[config.mk]
export PLATFORM = sky130hd
export DESIGN_NAME = cuckoo_insert_ctrl_flat
export DESIGN_NICKNAME = d
export VERILOG_FILES = /design/src/rtl/hashmap_pkg.sv /design/src/rtl/cuckoo_insert_ctrl_if.sv /design/src/rtl/cuckoo_stats.sv /design/src/rtl/cuckoo_insert_ctrl.sv /design/src/flat_wrapper.sv
export SDC_FILE = /design/constraint.sdc
export NUM_CORES = 1
export LEC_CHECK = 0
export CORE_UTILIZATION = 45
export DETAILED_ROUTE_END_ITERATION = 10
export GPL_TIMING_DRIVEN = 0
export MAX_ROUTING_LAYER = met4
export PLACE_DENSITY = 0.79
export SYNTH_ARGS = -nofsm -noshare
export SYNTH_HDL_FRONTEND = slang
export SYNTH_HIERARCHICAL = 1
export SYNTH_SLANG_ARGS = --single-unit
[constraint.sdc]
create_clock -name clk -period 2.3 [get_ports clk]
set_clock_uncertainty 0.15 [all_clocks]
set_input_delay 0.575 -clock clk [delete_from_list [all_inputs] [get_ports clk]]
set_output_delay 0.575 -clock clk [all_outputs]
set_load 0.05 [all_outputs]
[src/rtl/hashmap_pkg.sv]
// Shared types and sizing helpers for the cuckoo hash table front end.
package hashmap_pkg;

    typedef enum logic [1:0] {
        IDLE  = 2'd0,
        ISSUE = 2'd1,
        WAIT  = 2'd2
    } ins_state_e;

    localparam int unsigned STAT_W = 32;

    // Kick counter must represent 0..max_kicks inclusive.
    function automatic int unsigned kick_width(input int unsigned max_kicks);
        return (max_kicks > 0) ? $clog2(max_kicks + 1) : 1;
    endfunction

    function automatic int unsigned quiet_width(input int unsigned quiet_cycles);
        return (quiet_cycles > 1) ? $clog2(quiet_cycles) : 1;
    endfunction

    // Smallest quiet window that outlasts one trip around the column loop.
    function automatic int unsigned quiet_cycles_default(input int unsigned num_cols,
                                                         input int unsigned num_pipes);
        return num_cols * num_pipes + 1;
    endfunction

endpackage

[src/rtl/cuckoo_insert_ctrl_if.sv]
// Insert/eviction bus between the insert controller, its client and the column loop.
interface cuckoo_insert_ctrl_if #(
    parameter int unsigned NUM_KEY_BITS = 8,
    parameter int unsigned NUM_VAL_BITS = 8
);
    logic                    ins_valid;
    logic                    ins_ready;
    logic [NUM_KEY_BITS-1:0] ins_key;
    logic [NUM_VAL_BITS-1:0] ins_value;
    logic                    col_lookup;
    logic                    col_busy;
    logic                    col_ev_valid;
    logic [NUM_KEY_BITS-1:0] col_ev_key;
    logic [NUM_VAL_BITS-1:0] col_ev_value;
    logic                    ev_ret_valid;
    logic [NUM_KEY_BITS-1:0] ev_ret_key;
    logic [NUM_VAL_BITS-1:0] ev_ret_value;
    logic                    done;
    logic                    fail;
    logic [NUM_KEY_BITS-1:0] ovf_key;
    logic [NUM_VAL_BITS-1:0] ovf_value;
    logic                    err;

    // Controller side.
    modport slave (
        input  ins_valid, ins_key, ins_value, col_lookup, col_busy,
               ev_ret_valid, ev_ret_key, ev_ret_value,
        output ins_ready, col_ev_valid, col_ev_key, col_ev_value,
               done, fail, ovf_key, ovf_value, err
    );

    // Client / table side.
    modport master (
        output ins_valid, ins_key, ins_value, col_lookup, col_busy,
               ev_ret_valid, ev_ret_key, ev_ret_value,
        input  ins_ready, col_ev_valid, col_ev_key, col_ev_value,
               done, fail, ovf_key, ovf_value, err
    );
endinterface

[src/rtl/cuckoo_stats.sv]
// Free-running insert/kick/fail counters for the insert controller (CUCKOO_STATS_EN builds).
module cuckoo_stats
    import hashmap_pkg::*;
(
    input  logic              clk,
    input  logic              rst,
    input  logic              inc_insert,
    input  logic              inc_kick,
    input  logic              inc_fail,
    output logic [STAT_W-1:0] stat_inserts,
    output logic [STAT_W-1:0] stat_kicks,
    output logic [STAT_W-1:0] stat_fails
);

    always_ff @(posedge clk) begin
        if (rst) begin
            stat_inserts <= '0;
            stat_kicks   <= '0;
            stat_fails   <= '0;
        end else begin
            if (inc_insert) stat_inserts <= stat_inserts + STAT_W'(1);
            if (inc_kick)   stat_kicks   <= stat_kicks + STAT_W'(1);
            if (inc_fail)   stat_fails   <= stat_fails + STAT_W'(1);
        end
    end

endmodule

[src/rtl/cuckoo_insert_ctrl.sv]
// Cuckoo insert controller: feeds new inserts and returned evictions into the first column.
// Define CUCKOO_STATS_EN to add the stat_inserts/stat_kicks/stat_fails counters.
module cuckoo_insert_ctrl
    import hashmap_pkg::*;
#(
    parameter int unsigned NUM_KEY_BITS = 8,
    parameter int unsigned NUM_VAL_BITS = 8,
    parameter int unsigned MAX_KICKS    = 16,
    parameter int unsigned QUIET_CYCLES = 8
) (
    input  logic              clk,
    input  logic              rst,
    cuckoo_insert_ctrl_if.slave bus
`ifdef CUCKOO_STATS_EN
    ,
    output logic [STAT_W-1:0] stat_inserts,
    output logic [STAT_W-1:0] stat_kicks,
    output logic [STAT_W-1:0] stat_fails
`endif
);

    localparam int unsigned KICK_W  = kick_width(MAX_KICKS);
    localparam int unsigned QUIET_W = quiet_width(QUIET_CYCLES);
    localparam logic [KICK_W-1:0]  KICK_MAX   = KICK_W'(MAX_KICKS);
    localparam logic [QUIET_W-1:0] QUIET_LAST = QUIET_W'(QUIET_CYCLES - 1);

    ins_state_e state_q, state_d;

    logic [NUM_KEY_BITS-1:0] hold_key_q, hold_key_d;
    logic [NUM_VAL_BITS-1:0] hold_val_q, hold_val_d;
    logic [KICK_W-1:0]       kick_q, kick_d;
    logic [QUIET_W-1:0]      quiet_q, quiet_d;
    logic                    ev_valid_q, ev_valid_d;
    logic                    done_q, done_d;
    logic                    fail_q, fail_d;
    logic                    err_q, err_d;
    logic [NUM_KEY_BITS-1:0] ovf_key_q, ovf_key_d;
    logic [NUM_VAL_BITS-1:0] ovf_val_q, ovf_val_d;

    logic stall;
    logic accept;
    logic kick_max;
    logic quiet_last;
    logic reinject;

    // Lookups and column busy both block acceptance and freeze the quiet window.
    assign stall      = bus.col_busy | bus.col_lookup;
    assign accept     = ev_valid_q & ~stall;
    assign kick_max   = (kick_q == KICK_MAX);
    assign quiet_last = (quiet_q == QUIET_LAST);
    assign reinject   = (state_q == WAIT) & bus.ev_ret_valid & ~kick_max;

    always_ff @(posedge clk) begin
        if (rst) state_q <= IDLE;
        else     state_q <= state_d;
    end

    always_comb begin
        state_d = state_q;
        unique case (state_q)
            IDLE:    if (bus.ins_valid) state_d = ISSUE;
            ISSUE:   if (accept) state_d = WAIT;
            WAIT: begin
                if (bus.ev_ret_valid)           state_d = kick_max ? IDLE : ISSUE;
                else if (!stall && quiet_last)  state_d = IDLE;
            end
            default: state_d = IDLE;
        endcase
    end

    always_comb begin
        hold_key_d = hold_key_q;
        hold_val_d = hold_val_q;
        kick_d     = kick_q;
        quiet_d    = quiet_q;
        done_d     = 1'b0;
        fail_d     = 1'b0;
        ovf_key_d  = ovf_key_q;
        ovf_val_d  = ovf_val_q;
        err_d      = err_q;
        unique case (state_q)
            IDLE: begin
                if (bus.ins_valid) begin
                    hold_key_d = bus.ins_key;
                    hold_val_d = bus.ins_value;
                    kick_d     = '0;
                end
                if (bus.ev_ret_valid) err_d = 1'b1;
            end
            ISSUE: begin
                if (accept) quiet_d = '0;
                if (bus.ev_ret_valid) err_d = 1'b1;
            end
            WAIT: begin
                if (bus.ev_ret_valid && kick_max) begin
                    ovf_key_d = bus.ev_ret_key;
                    ovf_val_d = bus.ev_ret_value;
                    fail_d    = 1'b1;
                end else if (reinject) begin
                    hold_key_d = bus.ev_ret_key;
                    hold_val_d = bus.ev_ret_value;
                    kick_d     = kick_q + KICK_W'(1);
                end else if (!stall) begin
                    if (quiet_last) done_d = 1'b1;
                    else            quiet_d = quiet_q + QUIET_W'(1);
                end
            end
            default: ;
        endcase
        ev_valid_d = (state_d == ISSUE);
    end

    always_ff @(posedge clk) begin
        if (rst) begin
            hold_key_q <= '0;
            hold_val_q <= '0;
            kick_q     <= '0;
            quiet_q    <= '0;
            ev_valid_q <= 1'b0;
            done_q     <= 1'b0;
            fail_q     <= 1'b0;
            err_q      <= 1'b0;
            ovf_key_q  <= '0;
            ovf_val_q  <= '0;
        end else begin
            hold_key_q <= hold_key_d;
            hold_val_q <= hold_val_d;
            kick_q     <= kick_d;
            quiet_q    <= quiet_d;
            ev_valid_q <= ev_valid_d;
            done_q     <= done_d;
            fail_q     <= fail_d;
            err_q      <= err_d;
            ovf_key_q  <= ovf_key_d;
            ovf_val_q  <= ovf_val_d;
        end
    end

    // Ready must drop in the reset cycle itself, so it cannot wait for a register.
    assign bus.ins_ready    = (state_q == IDLE) & ~rst;
    assign bus.col_ev_valid = ev_valid_q;
    assign bus.col_ev_key   = hold_key_q;
    assign bus.col_ev_value = hold_val_q;
    assign bus.done         = done_q;
    assign bus.fail         = fail_q;
    assign bus.ovf_key      = ovf_key_q;
    assign bus.ovf_value    = ovf_val_q;
    assign bus.err          = err_q;

`ifdef CUCKOO_STATS_EN
    cuckoo_stats u_stats (
        .clk          (clk),
        .rst          (rst),
        .inc_insert   (done_d | fail_d),
        .inc_kick     (reinject),
        .inc_fail     (fail_d),
        .stat_inserts (stat_inserts),
        .stat_kicks   (stat_kicks),
        .stat_fails   (stat_fails)
    );
`endif

endmodule

[src/flat_wrapper.sv]
// flat-port wrapper written by rule: the top's interface ports become plain ports
module cuckoo_insert_ctrl_flat import hashmap_pkg::*;
#(
    parameter int unsigned NUM_KEY_BITS = 8,
    parameter int unsigned NUM_VAL_BITS = 8,
    parameter int unsigned MAX_KICKS    = 16,
    parameter int unsigned QUIET_CYCLES = 8
)
  (clk, rst, bus_ins_valid, bus_ins_key, bus_ins_value, bus_col_lookup, bus_col_busy, bus_ev_ret_valid, bus_ev_ret_key, bus_ev_ret_value, bus_ins_ready, bus_col_ev_valid, bus_col_ev_key, bus_col_ev_value, bus_done, bus_fail, bus_ovf_key, bus_ovf_value, bus_err);
  cuckoo_insert_ctrl_if #(.NUM_KEY_BITS(NUM_KEY_BITS), .NUM_VAL_BITS(NUM_VAL_BITS)) bus_i ();
  input  logic clk;
  input  logic rst;
  input wire logic [$bits(bus_i.ins_valid)-1:0] bus_ins_valid;
  input wire logic [$bits(bus_i.ins_key)-1:0] bus_ins_key;
  input wire logic [$bits(bus_i.ins_value)-1:0] bus_ins_value;
  input wire logic [$bits(bus_i.col_lookup)-1:0] bus_col_lookup;
  input wire logic [$bits(bus_i.col_busy)-1:0] bus_col_busy;
  input wire logic [$bits(bus_i.ev_ret_valid)-1:0] bus_ev_ret_valid;
  input wire logic [$bits(bus_i.ev_ret_key)-1:0] bus_ev_ret_key;
  input wire logic [$bits(bus_i.ev_ret_value)-1:0] bus_ev_ret_value;
  output wire logic [$bits(bus_i.ins_ready)-1:0] bus_ins_ready;
  output wire logic [$bits(bus_i.col_ev_valid)-1:0] bus_col_ev_valid;
  output wire logic [$bits(bus_i.col_ev_key)-1:0] bus_col_ev_key;
  output wire logic [$bits(bus_i.col_ev_value)-1:0] bus_col_ev_value;
  output wire logic [$bits(bus_i.done)-1:0] bus_done;
  output wire logic [$bits(bus_i.fail)-1:0] bus_fail;
  output wire logic [$bits(bus_i.ovf_key)-1:0] bus_ovf_key;
  output wire logic [$bits(bus_i.ovf_value)-1:0] bus_ovf_value;
  output wire logic [$bits(bus_i.err)-1:0] bus_err;
  assign bus_i.ins_valid = bus_ins_valid;
  assign bus_i.ins_key = bus_ins_key;
  assign bus_i.ins_value = bus_ins_value;
  assign bus_i.col_lookup = bus_col_lookup;
  assign bus_i.col_busy = bus_col_busy;
  assign bus_i.ev_ret_valid = bus_ev_ret_valid;
  assign bus_i.ev_ret_key = bus_ev_ret_key;
  assign bus_i.ev_ret_value = bus_ev_ret_value;
  assign bus_ins_ready = bus_i.ins_ready;
  assign bus_col_ev_valid = bus_i.col_ev_valid;
  assign bus_col_ev_key = bus_i.col_ev_key;
  assign bus_col_ev_value = bus_i.col_ev_value;
  assign bus_done = bus_i.done;
  assign bus_fail = bus_i.fail;
  assign bus_ovf_key = bus_i.ovf_key;
  assign bus_ovf_value = bus_i.ovf_value;
  assign bus_err = bus_i.err;
  cuckoo_insert_ctrl #(.NUM_KEY_BITS(NUM_KEY_BITS), .NUM_VAL_BITS(NUM_VAL_BITS), .MAX_KICKS(MAX_KICKS), .QUIET_CYCLES(QUIET_CYCLES)) u_core (.clk(clk), .rst(rst), .bus(bus_i));
endmodule
==> impl_metrics.py, run 1 <==
metrics = {
    "route": {
        "drt-vias-per-instance": 5.83,
        "wl_mm": 5.79,
        "vias": 2123,
        "route.detailed.drc": 0,
        "wire_per_inst_um": 15.9,
        "dr.pass1.iters": 4,
        "ant_nets": 0,
        "drt_iter0_drc": 197,
    },
    "worst_setup_path": {
        "crit_type": "input port to output pin",
        "arrival_ns": 1.52,
        "required_ns": 1.57,
        "crit_fanout": 13,
        "startpoint_type": "input port",
        "critPathCaptureType": "output pin",
    },
    "synthesis": {
        "ys_async_sr_fraction": 0,
        "synth-edff-count": 0,
        "ys_ff_latch": 46,
        "ys_types": 41,
        "yosys_warnings": 6,
        "yosysSeqAreaShare": 0.421,
        "syn_area_sq_mm": 0.00219,
        "syn-num-nets": 271,
        "yosysTopAreaCellShare": 0.421,
        "synth_ff_type": "dfxtp_1",
        "synth_area_leaders": "dfxtp_1 (42%), a211oi_1 (11%), mux2i_1 (7.3%)",
        "postSynthAreaPerCell_sq_um": 9.56,
        "synthCells": 229,
        "synth_top_area_cell": "dfxtp_1",
    },
    "sta": {
        "period_needed_ns": 2.24,
        "hold_viol": 0,
        "fin_tns_setup_ns": 0,
        "slew_violations": 0,
        "relSlewSlack": 0.646,
        "tightest_slew_ns": 0.529,
        "final-setup-viol-count": 0,
        "fin_crit_sh": 0.975,
        "fmax_mhz": 446,
        "finalWorstSetupSlack_ns": 0.0564,
        "rsz0062_at_grt": "false",
    },
    "clock_network": {
        "cts.clk_slew.worst_paths_ns": 0.08,
        "cts_tree": "yes",
        "insertion_delay_ns": 0.30,
        "cts-root-buf": "clkbuf_8",
        "cts_buffers": 5,
        "cts_hold_buffers": 0,
        "cts_max_path_buffers": 2,
        "htreeDepth": 2,
        "numClockSinks": 46,
    },
    "placed_design": {
        "port_buffers": 74,
        "placedCellCount": 357,
        "gp_congestion": 0.797,
        "pre_cts_ws_ns": -1.17,
        "hpwl_mm": 4.27,
    },
    "floorplan": {
        "initial_core_util": 0.466,
        "core.rowCount": 25,
        "die-area_sq_mm": 0.00515,
        "die_w_um": 71.7,
        "ios": 75,
        "core_area_sq_mm": 0.00469,
        "die_h_um": 71.7,
    },
    "grt": {
        "grt_pass1_wl_mm": 9.16,
        "track_usage": 0.238,
        "gr-total-overflow": 0,
        "antenna_found_initial": 0,
        "grt_max_degree": 15,
        "grt_pass1_vias": 1881,
    },
    "pwr": {
        "ir_worst_vdd_mv": 0.428,
        "total_power_mw": 1.80,
        "power.density_mw_per_mm2": 579,
        "leakage_nw": 1.17,
    },
    "cells_and_area": {
        "diodes": 0,
        "drive_gt1_frac": 0.119,
        "final_nets": 351,
        "final_cells": 364,
        "regArea_sq_um": 921,
        "fillers": 396,
        "area_delta_synth_final_pct": 42.3,
        "multi_input_area_sq_mm": 0.00111,
        "utilization": 0.664,
    },
    "hold_path": {
        "hold_path.class": "flip-flop to flip-flop",
    },
    "flow_run": {
        "drv_cap": 0,
    },
    "run_status": {
        "status": "complete, no violations",
    },
}
cell type report:
cell class / count / share of cell area
Buffer: 22 / 0.0470
Inverter: 7 / 0.00844
Tap cell: 54 / 0.0217
Sequential cell: 46 / 0.296
Timing Repair Buffer: 74 / 0.237
Multi-Input combinational cell: 153 / 0.355
Clock buffer: 6 / 0.0233
Clock inverter: 2 / 0.0121
critical path, stage by stage:
cell             delay [ns]
clkdlybuf4s15_2        0.29
clkbuf_4               0.26
nor3_4                 0.12
buf_2                  0.28
final timing paths:
| check | startpoint | end | slack, ns | cells after the start |
|---|---|---|---|---|
| worst min register to register | u_core/quiet_q[0] | u_core/quiet_q[0] | 0.33 | 1 |
| worst min-delay path | u_core/quiet_q[0] | u_core/quiet_q[0] | 0.33 | 1 |
| worst max register to register | u_core/kick_q[0] | u_core/kick_q[0] | 0.40 | 6 |
| worst max-delay path | rst | bus_ins_ready | 0.06 | 4 |
stage by stage:
step                instance area, sq um  hold WS [ns]
finish                              3110         0.331
detailed placement                  3010         0.314
global route                        3110         0.346
CTS                                 3110         0.332
floorplan                           2200         0.295
global placement                    3010         0.311
synthesized netlist by cell type (2+ instances only):
| master | number |
|---|---|
| buf_6 | 2 |
| clkbuf_1 | 7 |
| mux2i_1 | 16 |
| or4_1 | 2 |
| nand3_1 | 18 |
| inv_1 | 7 |
| a21o_1 | 2 |
| nor2_1 | 4 |
| nor3_1 | 3 |
| buf_4 | 7 |
| a21oi_1 | 23 |
| o21ai_0 | 16 |
| o32ai_1 | 2 |
| a211oi_1 | 33 |
| dfxtp_1 | 46 |
| ha_1 | 4 |
| buf_2 | 6 |
| o21ba_2 | 2 |
| nand3b_1 | 2 |
| o211ai_1 | 3 |
| nand2b_1 | 4 |
metal layers:
metal  vias up  track usage  wire, um
met3         8       0.0464       347
met5         -            -         0
met2        75        0.372      2730
met4         0       0.0850        86
met1      1010        0.306      2620
li1       1030            -         -
kinds of logic after synthesis:
| logic type | share of synthesized area |
|---|---|
| adders and majority gates | 0.0229 |
| buffers and inverters | 0.0789 |
| DFF | 0.421 |
| and+or+nand+nor | 0.137 |
| muxes | 0.0732 |
| AOI/OAI and AO/OA | 0.268 |
registers in the layout (all words and copies together), names as in the netlist:
name	count
u_core/kick_q	5
u_core/state_q	2
u_core/bus.col_ev_value	8
u_core/bus.col_ev_valid	1
u_core/quiet_q	3
u_core/bus.err	1
u_core/bus.ovf_key	8
u_core/bus.fail	1
u_core/bus.done	1
u_core/bus.col_ev_key	8
u_core/bus.ovf_value	8
timing repair:
action | 4_1_cts | 5_1_grt
gates resized for setup | 10 | 0
setup buffers | 0 | 0
endpoints found under the hold margin | 0 | 0
setup endpoints to repair | 1 | 0
placed cells by master, fill, tap and decap left out, drive strengths merged, types with 7 or more instances in the layout:
master,Yosys,layout
clkdlybuf4s50,0,72
dfxtp,46,46
a211oi,33,33
a21oi,23,23
nand3,18,18
o21ai,17,17
buf,16,17
mux2i,16,16
clkbuf,7,12
inv,7,7
power by group:
| group | switching (mW) | internal, mW | total, mW |
|---|---|---|---|
| Combinational | 0.206 | 0.156 | 0.362 |
| Sequential | 0.0179 | 0.827 | 0.844 |
| Clock | 0.273 | 0.324 | 0.597 |
| Total | 0.497 | 1.31 | 1.80 |
Power figures use the tool's default switching activity.
==> run 2: changes to the inputs <==
- ABC_AREA: default -> 1
- PLACE_DENSITY: 0.79 -> 0.8
==> impl_metrics.py, run 2 <==
metrics = {
    "cells_and_area": {
        "drive_gt1_frac": 0.108,
        "area_delta_synth_final_pct": 43.3,
        "fillers": 369,
        "final_common_cell": "nand2_1",
        "utilization": 0.684,
        "stdcell_area_sq_mm": 0.00302,
        "layout_common_cells": "nand2_1 (79), clkdlybuf4s50_1 (72), dfxtp_1 (46)",
        "final_nets": 403,
        "diodes": 0,
        "final_cells": 414,
    },
    "worst_setup_path": {
        "reg2reg_slack_ns": 0.61,
        "r2r_cells": 8,
        "required_ns": 1.57,
        "crit_buf_inv": 1,
        "cp_slowest_cell": "clkdlybuf4s50_1",
        "crit_start": "u_core/bus.col_ev_valid",
        "cp_top_family": "buffers and inverters",
        "critical_path.max_stage_delay_ns": 0.81,
        "critPathCapture": "bus_col_ev_valid",
        "crit-reg2reg-launch": "u_core/kick_q[0]",
        "startpoint_type": "flip-flop",
        "crit_type": "flip-flop to output pin",
        "critical_path_depth": 1,
        "critPathCaptureType": "output pin",
        "crit_chain": "clkdlybuf4s50_1",
        "worst_r2r_endpoint": "u_core/bus.ovf_key[2]",
        "crit_fanout": 3,
        "arrival_ns": 1.49,
    },
    "sta": {
        "period_needed_ns": 2.21,
        "rsz0062_at_grt": "false",
        "relSlewSlack": 0.643,
        "fmax_mhz": 452,
        "fin_tns_setup_ns": 0,
        "fin_crit_sh": 0.962,
        "final-setup-viol-count": 0,
        "slew_violations": 0,
        "hold_viol": 0,
        "tightest_slew_ns": 0.534,
    },
    "synthesis": {
        "synthCells": 281,
        "yosys-top-cells-count": "nand2_1 (79), dfxtp_1 (46), nor2_1 (41), nand3_1 (32), a21oi_1 (23)",
        "ys_ff_latch": 46,
        "syn-num-nets": 323,
        "yosys_warnings": 6,
        "synth.most_common_cell": "nand2_1",
        "ys_types": 23,
        "yosysTopAreaCellShare": 0.437,
        "synth_area_leaders": "dfxtp_1 (44%), nand2_1 (14%), nand3_1 (7.6%)",
        "syn_area_sq_mm": 0.00211,
        "synth-edff-count": 0,
        "postSynthAreaPerCell_sq_um": 7.50,
        "synth_top_area_cell": "dfxtp_1",
        "yosysSeqAreaShare": 0.437,
        "synth_ff_type": "dfxtp_1",
        "ys_async_sr_fraction": 0,
    },
    "placed_design": {
        "hpwl_mm": 4.22,
        "placedCellCount": 406,
        "place_area_sq_mm": 0.00291,
        "gp_congestion": 0.856,
        "port_buffers": 73,
    },
    "floorplan": {
        "initial_core_util": 0.477,
        "die-area_sq_mm": 0.00496,
        "core_area_sq_mm": 0.00441,
        "ios": 75,
        "die_w_um": 70.4,
        "die_h_um": 70.4,
        "core.rowCount": 24,
    },
    "pwr": {
        "seqPwrFrac": 0.465,
        "swShare": 0.285,
        "power.density_mw_per_mm2": 601,
        "leakage_nw": 1.21,
        "total_power_mw": 1.82,
        "power_switching_mw": 0.518,
        "ir_worst_vdd_mv": 0.396,
        "power_frac_clock": 0.334,
        "intPower_mw": 1.30,
        "combPwrFrac": 0.201,
    },
    "clock_network": {
        "cts_tree": "yes",
        "cts-root-buf": "clkbuf_8",
        "numClockSinks": 46,
        "cts.clk_slew.worst_paths_ns": 0.09,
        "insertion_delay_ns": 0.30,
        "cts_max_path_buffers": 2,
        "cts_buffers": 5,
        "htreeDepth": 2,
        "cts_setup_buffers": 0,
    },
    "route": {
        "ant_nets": 0,
        "wire_per_inst_um": 13.2,
        "route.detailed.drc": 0,
        "drt_iter0_drc": 97,
        "vias": 2063,
        "dr.pass1.iters": 4,
        "wl_mm": 5.47,
        "drt-vias-per-instance": 4.98,
    },
    "grt": {
        "antenna_found_initial": 0,
        "grt_max_degree": 16,
        "grt_pass1_vias": 1867,
        "gr-total-overflow": 0,
        "track_usage": 0.233,
        "grt_pass1_wl_mm": 8.86,
    },
    "run_status": {
        "status": "complete, no violations",
    },
    "flow_run": {
        "drv_cap": 0,
    },
    "hold_path": {
        "hold_path.class": "flip-flop to flip-flop",
    },
}
## run 2: cell types whose count changed after synthesis, moves of 4 or more
cell	delta
nand2_1	+78
nor2_1	+37
a211oi_1	-33
mux2i_1	-16
nand3_1	+14
o21ai_0	-12
nand3_2	+11
inv_1	+5
clkbuf_1	-4
nand2b_1	-4
## run 2: worst min path at each step
| stage | cells after the start | end | from |
|---|---|---|---|
| floorplan | 2 | u_core/quiet_q[1] | u_core/quiet_q[1] |
| global placement | 2 | u_core/bus.ovf_value[0] | u_core/bus.ovf_value[0] |
| detailed placement | 2 | u_core/bus.ovf_key[0] | u_core/bus.ovf_key[0] |
| CTS | 2 | u_core/bus.ovf_key[0] | u_core/bus.ovf_key[0] |
| global route | 2 | u_core/bus.ovf_key[1] | u_core/bus.ovf_key[1] |
| finish | 2 | u_core/bus.ovf_key[3] | u_core/bus.ovf_key[3] |
## run 2: cell type report
| class | count | area [sq um] | area share |
|---|---|---|---|
| clock inverter | 3 | 45.0 | 0.0149 |
| inverter | 14 | 52.6 | 0.0174 |
| multi-input combinational | 208 | 1050 | 0.349 |
| clock buffer | 5 | 68.8 | 0.0228 |
| timing repair buffer | 73 | 729 | 0.242 |
| sequential | 46 | 921 | 0.305 |
| tap | 52 | 65.1 | 0.0215 |
| buffer | 13 | 83.8 | 0.0278 |
## run 2: logic make-up (layout without fill, tap and decap cells)
family | count (synthesis) | in the layout | synth area share
adder cells (fa/ha/maj) | 4 | 4 | 0.0238
XOR/XNOR | 2 | 2 | 0.00832
buffers and inverters | 27 | 108 | 0.0647
AND/OR/NAND/NOR | 174 | 174 | 0.398
AO/OA/AOI/OAI | 28 | 28 | 0.0683
flip-flops | 46 | 46 | 0.437
## run 2: metal layers
metal	routed length, um	global-route usage	vias to the layer above
met5	0	-	-
met4	117	0.0889	0
met3	219	0.0447	10
met2	2590	0.365	52
met1	2540	0.297	934
li1	-	-	1067
## run 2: stage by stage
step | setup slack, ns | hold slack [ns]
2_1_floorplan | 0.229 | 0.295
6_report | 0.0876 | 0.317
4_1_cts | 0.0855 | 0.318
3_5_place_dp | -0.127 | 0.304
5_1_grt | 0.0547 | 0.333
3_3_place_gp | -0.136 | 0.298
## run 2: power groups by stage
stage | Clock [mW] | Sequential, mW | Combinational, mW
CTS | 0.614 | 0.844 | 0.367
global placement | 0 | 0.862 | 0.364
detailed placement | 0 | 0.863 | 0.367
floorplan | 0 | 0.961 | 0.118
global route | 0.646 | 0.849 | 0.391
finish | 0.606 | 0.844 | 0.366
## run 2: what timing repair did
action	CTS	global route
hold buffers	0	0
endpoints found under the setup margin	1	0
gates resized for setup	1	0
==> run 3: changes to the inputs <==
- SLEW_MARGIN: default -> 20
==> results of run 3 <==
The final DEF is identical to that of run 2; final timing and power are the same.
